File: src/rtl/ex_muldiv.sv
// Iterative signed/unsigned multiply/divide unit for the EX stage. It performs
// one shift-add or restoring-divide step per clock.
// Latency: WIDTH+2 cycles from issue to the HI/LO write. Divide-by-zero takes 2 cycles.
// Backpressure: stop_o stalls EX from the issuing cycle until the last RUN cycle.
//               annul_i aborts the operation, and no write follows.
//
// Parameters:
//   WIDTH  operand width. HI and LO are each WIDTH bits.
//   CNT_W  iteration counter width.
// Ports:
//   clk, rst          clock, asynchronous active-low reset
//   op_i              000 none, 001 MULT, 010 MULTU, 011 DIV, 100 DIVU,
//                     101 MADD, 110 MADDU (only with MULDIV_MADD_EN)
//   start_i, annul_i  issue strobe, flush
//   a_i, b_i          rs / rt operands
//   hi_i, lo_i        forwarded HI/LO accumulator (MADD only)
//   hi_o, lo_o        result, nonzero only in DONE
//   whilo_o           one-cycle HI/LO write enable
//   div_zero_o        divisor was zero, qualified by whilo_o
//   stop_o            pipeline stall request
// Optional feature: define MULDIV_MADD_EN to enable MADD/MADDU. When it is not
// defined, op 101/110 behave as "no operation".
module ex_muldiv #(
   parameter int WIDTH = 32,
   parameter int CNT_W = $clog2(WIDTH) + 1
) (
   input  logic             clk,
   input  logic             rst,
   input  logic [2:0]       op_i,
   input  logic             start_i,
   input  logic             annul_i,
   input  logic [WIDTH-1:0] a_i,
   input  logic [WIDTH-1:0] b_i,
   input  logic [WIDTH-1:0] hi_i,
   input  logic [WIDTH-1:0] lo_i,
   output logic [WIDTH-1:0] hi_o,
   output logic [WIDTH-1:0] lo_o,
   output logic             whilo_o,
   output logic             div_zero_o,
   output logic             stop_o
);

   localparam logic [1:0] S_IDLE = 2'd0;
   localparam logic [1:0] S_RUN  = 2'd1;
   localparam logic [1:0] S_DONE = 2'd2;

   localparam logic [2:0] OP_MULT  = 3'b001;
   localparam logic [2:0] OP_MULTU = 3'b010;
   localparam logic [2:0] OP_DIV   = 3'b011;
   localparam logic [2:0] OP_DIVU  = 3'b100;
`ifdef MULDIV_MADD_EN
   localparam logic [2:0] OP_MADD  = 3'b101;
   localparam logic [2:0] OP_MADDU = 3'b110;
`endif

   localparam logic [CNT_W-1:0] LAST_CNT = CNT_W'(WIDTH - 1);

   // ------------------------------------------------------------------
   // State and datapath registers
   // ------------------------------------------------------------------
   logic [1:0]         r_state;
   logic [CNT_W-1:0]   r_cnt;
   // Divide: {remainder, dividend/quotient}. Multiply: {partial product, multiplier}.
   logic [2*WIDTH-1:0] r_acc;
   // Divisor for divide, multiplicand for multiply
   logic [WIDTH-1:0]   r_dvsr;
   logic               r_mul;      // latched op class: 1 = multiply family
   logic               r_neg_q;    // negate quotient / product
   logic               r_neg_r;    // negate remainder (dividend was negative)
   logic               r_div_zero;
`ifdef MULDIV_MADD_EN
   logic [2*WIDTH-1:0] r_addend;   // {hi_i,lo_i} for MADD, zero otherwise
`endif

   // ------------------------------------------------------------------
   // Issue decode
   // ------------------------------------------------------------------
   logic w_op_mul;
   logic w_op_div;
   logic w_op_signed;
   logic w_op_vld;
   logic w_start;

`ifdef MULDIV_MADD_EN
   logic w_op_madd;
   assign w_op_madd   = (op_i == OP_MADD) || (op_i == OP_MADDU);
   assign w_op_mul    = (op_i == OP_MULT) || (op_i == OP_MULTU) || w_op_madd;
   assign w_op_signed = (op_i == OP_MULT) || (op_i == OP_DIV) || (op_i == OP_MADD);
`else
   assign w_op_mul    = (op_i == OP_MULT) || (op_i == OP_MULTU);
   assign w_op_signed = (op_i == OP_MULT) || (op_i == OP_DIV);
   // Forwarded HI/LO only matters for MADD.
   logic w_unused_hilo;
   assign w_unused_hilo = ^{hi_i, lo_i};
`endif
   assign w_op_div = (op_i == OP_DIV) || (op_i == OP_DIVU);
   // Reserved or disabled opcodes count as "none": they cause no stall and no write.
   assign w_op_vld = w_op_mul || w_op_div;
   assign w_start  = (r_state == S_IDLE) && start_i && w_op_vld && !annul_i;

   // Operand magnitudes. The core iterates on unsigned values, and the signs
   // are reapplied in DONE.
   logic             w_a_neg;
   logic             w_b_neg;
   logic [WIDTH-1:0] w_a_mag;
   logic [WIDTH-1:0] w_b_mag;

   assign w_a_neg = w_op_signed && a_i[WIDTH-1];
   assign w_b_neg = w_op_signed && b_i[WIDTH-1];
   assign w_a_mag = w_a_neg ? -a_i : a_i;
   assign w_b_mag = w_b_neg ? -b_i : b_i;

   // ------------------------------------------------------------------
   // Iteration step
   // ------------------------------------------------------------------
   // Shift-add multiply: add the multiplicand into the upper half when the
   // multiplier LSB is set, then shift the whole accumulator right. The
   // carry bit becomes the new MSB.
   logic [WIDTH:0]     w_mul_sum;
   logic [2*WIDTH-1:0] w_mul_next;

   assign w_mul_sum  = {1'b0, r_acc[2*WIDTH-1:WIDTH]}
                     + {1'b0, (r_acc[0] ? r_dvsr : {WIDTH{1'b0}})};
   assign w_mul_next = {w_mul_sum, r_acc[WIDTH-1:1]};

   // Restoring divide: shift the remainder left by one bit and pull in the
   // next dividend bit. Subtract the divisor when it fits. The shifted
   // remainder needs WIDTH+1 bits because the divisor may use all WIDTH bits.
   logic [WIDTH:0]     w_rem_sh;
   logic               w_ge;
   logic [WIDTH-1:0]   w_diff;
   logic [2*WIDTH-1:0] w_div_next;

   assign w_rem_sh   = r_acc[2*WIDTH-1:WIDTH-1];
   assign w_ge       = (w_rem_sh >= {1'b0, r_dvsr});
   // The true difference is below 2^WIDTH whenever w_ge is set, so modulo
   // arithmetic on the low bits is exact.
   assign w_diff     = w_rem_sh[WIDTH-1:0] - r_dvsr;
   assign w_div_next = {(w_ge ? w_diff : w_rem_sh[WIDTH-1:0]),
                        r_acc[WIDTH-2:0], w_ge};

   // ------------------------------------------------------------------
   // Sequencer
   // ------------------------------------------------------------------
   always_ff @(posedge clk or negedge rst) begin
      if (!rst) begin
         r_state    <= S_IDLE;
         r_cnt      <= '0;
         r_acc      <= '0;
         r_dvsr     <= '0;
         r_mul      <= 1'b0;
         r_neg_q    <= 1'b0;
         r_neg_r    <= 1'b0;
         r_div_zero <= 1'b0;
`ifdef MULDIV_MADD_EN
         r_addend   <= '0;
`endif
      end else begin
         case (r_state)
            S_IDLE: begin
               if (w_start) begin
                  r_cnt   <= '0;
                  r_mul   <= w_op_mul;
                  r_neg_q <= w_a_neg ^ w_b_neg;
                  r_neg_r <= w_a_neg;
`ifdef MULDIV_MADD_EN
                  r_addend <= w_op_madd ? {hi_i, lo_i} : {2*WIDTH{1'b0}};
`endif
                  if (w_op_div && (b_i == {WIDTH{1'b0}})) begin
                     // The result is fixed: HI gets the raw dividend and LO gets all ones.
                     r_state    <= S_DONE;
                     r_div_zero <= 1'b1;
                     r_acc      <= {a_i, {WIDTH{1'b1}}};
                     r_dvsr     <= '0;
                  end else begin
                     r_state    <= S_RUN;
                     r_div_zero <= 1'b0;
                     if (w_op_mul) begin
                        r_acc  <= {{WIDTH{1'b0}}, w_b_mag};
                        r_dvsr <= w_a_mag;
                     end else begin
                        r_acc  <= {{WIDTH{1'b0}}, w_a_mag};
                        r_dvsr <= w_b_mag;
                     end
                  end
               end
            end
            S_RUN: begin
               if (annul_i) begin
                  r_state <= S_IDLE;
                  r_cnt   <= '0;
               end else begin
                  r_acc <= r_mul ? w_mul_next : w_div_next;
                  r_cnt <= r_cnt + CNT_W'(1);
                  if (r_cnt == LAST_CNT) begin
                     r_state <= S_DONE;
                  end
               end
            end
            S_DONE: begin
               // The instruction that issued this op is still presented here,
               // so start_i is ignored. Always return to IDLE.
               r_state <= S_IDLE;
               r_cnt   <= '0;
            end
            default: begin
               r_state <= S_IDLE;
               r_cnt   <= '0;
            end
         endcase
      end
   end

   // ------------------------------------------------------------------
   // Result fix-up and outputs
   // ------------------------------------------------------------------
   logic [2*WIDTH-1:0] w_prod;
   logic [2*WIDTH-1:0] w_mul_res;
   logic [WIDTH-1:0]   w_quo;
   logic [WIDTH-1:0]   w_rem;
   logic [2*WIDTH-1:0] w_res;
   logic               w_done;
   logic               w_wr;

   assign w_prod = r_neg_q ? -r_acc : r_acc;
`ifdef MULDIV_MADD_EN
   assign w_mul_res = w_prod + r_addend;
`else
   assign w_mul_res = w_prod;
`endif
   // For most-negative / -1, the magnitude quotient 2^(WIDTH-1) is not
   // negated, and it reads back as most-negative. No special case is needed.
   assign w_quo = r_neg_q ? -r_acc[WIDTH-1:0] : r_acc[WIDTH-1:0];
   assign w_rem = r_neg_r ? -r_acc[2*WIDTH-1:WIDTH] : r_acc[2*WIDTH-1:WIDTH];

   always_comb begin
      w_res = {w_rem, w_quo};
      if (r_div_zero) begin
         w_res = r_acc;
      end else if (r_mul) begin
         w_res = w_mul_res;
      end
   end

   assign w_done = (r_state == S_DONE);
   assign w_wr   = w_done && !annul_i;

   // Outputs stay zero outside DONE, so EX can OR them with its other HI/LO sources.
   assign hi_o       = w_done ? w_res[2*WIDTH-1:WIDTH] : {WIDTH{1'b0}};
   assign lo_o       = w_done ? w_res[WIDTH-1:0]       : {WIDTH{1'b0}};
   assign whilo_o    = w_wr;
   assign div_zero_o = w_wr && r_div_zero;
   assign stop_o     = w_start || (r_state == S_RUN);

endmodule

File: config.mk
export PLATFORM = sky130hd
export DESIGN_NAME = ex_muldiv
export DESIGN_NICKNAME = d
export VERILOG_FILES = /design/src/rtl/ex_muldiv.sv
export SDC_FILE = /design/constraint.sdc
export NUM_CORES = 1
export LEC_CHECK = 0
export BUFFER_PORTS_ARGS = -buffer_cell sky130_fd_sc_hd__buf_2
export CELL_PAD_IN_SITES_DETAIL_PLACEMENT = 0
export CELL_PAD_IN_SITES_GLOBAL_PLACEMENT = 1
export CORE_ASPECT_RATIO = 2
export CORE_MARGIN = 2
export CORE_UTILIZATION = 46
export CTS_CLUSTER_DIAMETER = 100
export DETAILED_ROUTE_END_ITERATION = 12
export GPL_ROUTABILITY_DRIVEN = 0
export PLACE_DENSITY = 0.95
export SYNTH_ARGS = -nofsm -noshare
export SYNTH_HDL_FRONTEND = slang
export SYNTH_SLANG_ARGS = --single-unit
File: constraint.sdc
create_clock -name clk -period 6 [get_ports clk]
set_input_delay 0.9 -clock clk [delete_from_list [all_inputs] [get_ports clk]]
set_output_delay 0.9 -clock clk [all_outputs]
set_load 0.05 [all_outputs]
# After elaboration in Yosys (flattened, before gate mapping)
# Index checks and enable logic that the tools add are counted.
dict set report totals {
  elab_cells 76
  register_bits 108
  out_inout_bits 67
}
dict set report classes {
  addsub 8
  n_lt_le_gt_ge 1
  bitwise 1
  n_eq_ne 10
  n_reduce_logical 20
  muxes 28
}
# cell n
set op_table {}
lappend op_table {{64-bit 2-to-1 mux} 7}
lappend op_table {{32-bit 2-to-1 mux} 11}
lappend op_table {{32-bit negation} 4}
lappend op_table {{64-bit one-hot mux with 2 select lines} 1}
lappend op_table {{64-bit negation} 1}
lappend op_table {{32-bit by 32-bit adder with 33-bit output} 1}
lappend op_table {{33-bit by 32-bit greater-or-equal comparator with 1-bit output} 1}
lappend op_table {{32-bit zero test} 1}
lappend op_table {{32-bit subtractor} 1}
lappend op_table {{6-bit 2-to-1 mux} 2}
lappend op_table {{6-bit one-hot mux with 2 select lines} 1}
lappend op_table {{1-bit logical AND} 8}
lappend op_table {{2-bit 2-to-1 mux} 4}
lappend op_table {{6-bit by 1-bit adder with 6-bit output (second input constant)} 1}
lappend op_table {{3-bit by 2-bit equality test with 1-bit output (second input constant)} 2}
lappend op_table {{6-bit by 5-bit equality test with 1-bit output (second input constant)} 1}
lappend op_table {{1-bit logical OR} 5}
lappend op_table {{2-bit != test (second input constant)} 2}
lappend op_table {{2-bit one-hot mux with 2 select lines} 1}
lappend op_table {{2-bit AND reduction} 2}
lappend op_table {{3-bit by 1-bit equality test with 1-bit output (second input constant)} 1}
lappend op_table {{3-bit equality test (second input constant)} 1}
lappend op_table {{3-bit != test (second input constant)} 1}
lappend op_table {{3-bit AND reduction} 1}
lappend op_table {{other kinds (7)} 7}

# Longest topological paths before layout
dict set report depth {
  depth_word 8
  mapped_depth 14
  mapped_depth_nobuf 13
}

# Worst setup path before layout
# OpenSTA, ideal clock, no wires.
dict set report synth_timing {
  path_kind {register -> output}
  from {register r_acc[32]}
  to {output port hi_o[26]}
  t_required_ps 5100
  path_stages_with_launch 12
  slack_ps 1766
  arrival_ps 3334
  n_path_buf 1
  cell_sequence {dfrtp_1 > clkbuf_1 > inv_1 > ha_1 > nor3b_1 > nand4_1 > nor4_1 > nand2_1 > nor3_1 > a21oi_1 > o21ai_0 > nor3b_1}
}
dict set report synth_between {
  elab_chain_len 5
  word_cells_on_any_way 7
  cone_classes {2 x add/sub; 5 x mux}
}
# item line
set synth_rtl {}
lappend synth_rtl {{from (decl)} 64} ;# logic [2*WIDTH-1:0] r_acc;
lappend synth_rtl {{from (signal assigned)} 173} ;# r_acc <= {a_i, {WIDTH{1'b1}}};
lappend synth_rtl {{from (signal assigned)} 179} ;# r_acc <= {{WIDTH{1'b0}}, w_b_mag};
lappend synth_rtl {{from (signal assigned)} 182} ;# r_acc <= {{WIDTH{1'b0}}, w_a_mag};
lappend synth_rtl {{64-bit negation / 32-bit negation (equally long branches)} {225, 234}}
lappend synth_rtl {{64-bit 2-to-1 mux / 32-bit 2-to-1 mux (equally long branches)} {225, 234}}
lappend synth_rtl {{64-bit 2-to-1 mux *} 240} ;# end else if (r_mul) begin
lappend synth_rtl {{64-bit 2-to-1 mux *} 238} ;# if (r_div_zero) begin
lappend synth_rtl {{32-bit 2-to-1 mux *} 249} ;# assign hi_o = w_done ? w_res[2*WIDTH-1:WIDTH] : {WIDTH{1'b0}};
lappend synth_rtl {{to (decl)} 36} ;# output logic [WIDTH-1:0] hi_o,
# Every way passes the cells marked *; elsewhere a longest branch is shown, timed or not.

# Worst setup path in the final report
dict set report layout_timing {
  from {register r_neg_q}
  to {output port hi_o[16]}
}
dict set report layout_between {
  elab_chain_len 4
}
# item line
set layout_rtl {}
lappend layout_rtl {{from (decl)} 68} ;# logic r_neg_q;
lappend layout_rtl {{from (signal assigned)} 164} ;# r_neg_q <= w_a_neg ^ w_b_neg;
lappend layout_rtl {{64-bit 2-to-1 mux} 225} ;# assign w_prod = r_neg_q ? -r_acc : r_acc;
lappend layout_rtl {{64-bit 2-to-1 mux} 240}
lappend layout_rtl {{64-bit 2-to-1 mux} 238}
lappend layout_rtl {{32-bit 2-to-1 mux} 249}
# No other way between the ends.

==> summary.log <==
[detailed_routing] ANT nets after route 0
[clocking] Post-CTS Setup Bufs 0
[setup_path] endpoint class of the critical path output port
[clocking] number of hold-repair buffers added at the cts stage 0
[synth] count of different cell masters after synthesis 94
[die] floorplan die width 124 µm
[setup_path] endpoint arrival time on the critical path 3.62 ns
[setup_path] critical path launch point type flop
[synth] combinational family with the most area after synthesis compound AO/OA/AOI/OAI gates
[detailed_routing] total via count in the routed design 14600
[clocking] post-CTS clock slew at the launch and capture registers of the worst setup and hold paths 0.08 ns
[power_and_ir_drop] Lkg Pwr 6.20 nW
[detailed_routing] initial drt markers 1029
[detailed_routing] TritonRoute pass-1 iters 6
[layout] # fillers 2832
[layout] Post-Layout Cell Count 2290
[setup_path] critical path fanouts, max 22
[power_and_ir_drop] power density of the placed cells 466 nW/µm²
[detailed_routing] remaining design rule violation count 0
[timing] setup TNS after final layout 0 ns
[synth] fraction of the mapped netlist area in adder cells 0.0684
[detailed_routing] routed wire length 52.0 mm
[placement] total placed cells including tap cells 2274
[setup_path] CP cell instances nor2b_1 -> a22oi_1 -> or3_1 -> a21oi_1 -> buf_2
[clocking] CTS Root Buffer Type clkbuf_16
[global_routing] number of antenna violations at the first check in global routing 0
[status] status finished clean
[clocking] clock buffer depth 2
[global_routing] aggregate global-route resource usage 0.346
[global_routing] via count of the first global-routing pass 14400
[global_routing] sum of overflow across all layers after global routing 0
[setup_path] critical path class flop to output port
[layout] share of cells above drive strength 1 0.124
[hold_path] Hold/Removal Path Class flop to flop
[synth] cell count after synthesis 1863
[die] DIE HEIGHT 244 µm
[synth] post-synthesis async set-or-reset flop share 1.00
[timing] Final setup viols 0
[timing] post-route minimum period 4.52 ns
[clocking] total number of H-tree levels 3
[die] standard-cell rows 87
[timing] relative slew slack 0.271
[synth] number of synthesized register bits 108
[timing] post-route fraction of the period consumed by the critical path 0.754
[synth] number of enable flip-flop cells after synthesis 0
[synth] net count after synthesis 2069
[synth] sequential fraction of the synthesis area 0.204
[timing] final setup skew 0.00892 ns
[synth] multiplexer share of the synthesized area 0.0370
[detailed_routing] routed vias/inst 6.36
[setup_path] Critical Path RT 5.10 ns
[synth] count of yosys warnings during synthesis 0
[timing] count of endpoints failing hold in the final timing report 0
[synth] Synth Area in Compound Gates 0.279
[synth] basic-gate share of the synthesized area counting and, or, nand and nor cells 0.248
[synth] post-synthesis xor/xnor area fraction 0.109
[clocking] clock latency on the worst-skew pair 0.38 ns
[timing] number of max-slew violations in the final report 0
[timing] unrepaired setup endpoints after global routing false
[die] Die Outline Area 30200 µm²
[layout] number of nets at the end of the flow 2135
[placement] count of input and output buffers 137
[die] ports placed on the boundary 202
[timing] slew at the pin closest to its max-slew limit 1.09 ns
[setup_path] slowest cell on the critical path nor2b_1
[die] starting utilization of the core area 0.469
[power_and_ir_drop] VDD IR max 0.249 mV
[layout] Antenna diodes 0
[synth] proportion of netlist area held by the largest area contributor 0.204
[global_routing] wire length of the first global-routing pass 79.0 mm
[clocking] TritonCTS Buffers 9
[die] Core Region 28200 µm²
[placement] DP HPWL 40.4 mm
[setup_path] largest stage delay on the critical path 0.94 ns
[layout] synthesis-to-layout area growth 8.97%
[synth] syn_area_per_cell 7.09 µm²
[timing] Fmax achieved 0.221 GHz
[clocking] clock sinks 108
[flow_run] Maximum Capacitance Violations 0
[detailed_routing] wire per inst 22.7 µm
[global_routing] maximum number of pins on one net before global-route repair 67
[clocking] Gates resized, CTS repair 0
[clocking] CTS tree done
[synth] cell taking the most area after synthesis dfrtp_1
[synth] top flip-flop cell by instance count after synthesis dfrtp_1
[synth] Syn Std Cell Area 13200 µm²
[synth] cell types occupying the most area after synthesis dfrtp_1 20%, a21oi_1 7.8%, nor2_1 7.3%
[layout] Reg area 2700 µm²
[layout] multi-input combinational cell area 9820 µm²
==> critical path, delay by kind of cell (launching register included) <==
kind / cells / cell delay, ns
buf+inv: 1 / 0.29
flops: 1 / 0.83
simple gates: 2 / 1.41
compound gates: 2 / 0.72
==> worst paths after layout <==
path	from	endpoint	slack, ns	cells after the start
max in group asynchronous	rst	r_dvsr[15]	4.09	2
hold reg to reg	r_dvsr[30]	r_dvsr[30]	0.48	2
setup reg to reg	r_acc[0]	r_acc[61]	1.52	13
hold / removal	r_dvsr[30]	r_dvsr[30]	0.48	2
min in group asynchronous	rst	r_acc[54]	0.56	1
setup / recovery	r_neg_q	hi_o[16]	1.48	5
==> layout make-up <==
type | count | area share
Multi-Input combinational cell | 1582 | 0.682
Inverter | 68 | 0.0177
Clock inverter | 7 | 0.00599
Tap cell | 356 | 0.0309
Timing Repair Buffer | 160 | 0.0598
Sequential cell | 108 | 0.188
Clock buffer | 9 | 0.0156
==> registers in the layout, indices dropped and copies added, names as in the netlist <==
signal      flops
r_neg_q         1
r_acc          64
r_div_zero      1
r_cnt           6
r_dvsr         32
r_state         2
r_mul           1
r_neg_r         1
==> layout by cell type (no fill, tap or decap), drive strengths merged, types with 10 or more instances in the layout <==
cell,count
inv,68
nor4,27
nand2b,10
buf,160
or3,24
ha,69
a21boi,12
a21oi,205
dfrtp,108
nand2,208
nor2b,10
xnor2,92
o211ai,24
nor2,258
a22oi,11
mux2i,41
and2,14
o21ai,158
nand4,14
a21o,30
nand3,44
xor2,73
or4,10
a211oi,24
o31ai,17
a31oi,30
nor3,49
o22ai,10
==> through the flow <==
| stage | power (mW) | instance area, µm² | hold WS, ns | setup slack, ns | util |
|---|---|---|---|---|---|
| floorplan | 4.61 | 13200 | 0.439 | 1.77 | - |
| global route | 7.18 | 14400 | 0.501 | 1.21 | 0.511 |
| detailed placement | 5.91 | 14100 | 0.460 | 1.69 | 0.500 |
| global placement | 5.82 | 14100 | 0.453 | 1.80 | 0.500 |
| CTS | 6.59 | 14400 | 0.478 | 1.50 | 0.511 |
| finish | 6.72 | 14400 | 0.479 | 1.48 | 0.511 |
==> kinds of logic (layout without fill, tap and decap cells) <==
family	after synthesis	after routing
AOI/OAI and AO/OA	595	595
xor gates and xnor gates	165	165
DFF	108	108
buffers and inverters	173	244
adders and majority gates	71	71
and+or+nand+nor	703	703
muxes	48	48
==> Yosys cell counts, types with 7 or more instances <==
library cell and n:
nand3_1 44, inv_1 66, o31ai_1 13, a21oi_1 205, or4_1 7, a22oi_1 10, nor2b_1 10, xor2_1 73
o211ai_1 22, nand2_1 206, o21ai_0 154, a21o_1 27, or3_1 24, nor3_1 44, dfrtp_1 108, o311ai_0 9
and3_1 8, buf_1 13, a211oi_1 23, clkbuf_1 76, ha_1 69, nand2b_1 10, a21boi_0 10, nor2_1 257
and2_1 13, mux2i_1 41, a31oi_1 28, o21a_1 7, o22ai_1 10, mux2_2 7, xnor2_1 92, nor4_1 22
nand4_1 13
==> power breakdown <==
group / switching, mW / leakage [nW] / total (mW) / internal, mW
Clock: 0.328 / 0.147 / 0.660 / 0.332
Combinational: 2.76 / 4.73 / 4.50 / 1.74
Sequential: 0.598 / 1.32 / 1.56 / 0.958
Total: 3.69 / 6.20 / 6.72 / 3.03
==> routing by layer <==
metal / track usage / routed length (µm)
met2: 0.593 / 26300
met3: 0.0445 / 2970
met5: 0 / 0
met4: 0.301 / 5290
met1: 0.360 / 17500
Note: power is estimated with default switching activity, not from simulation.
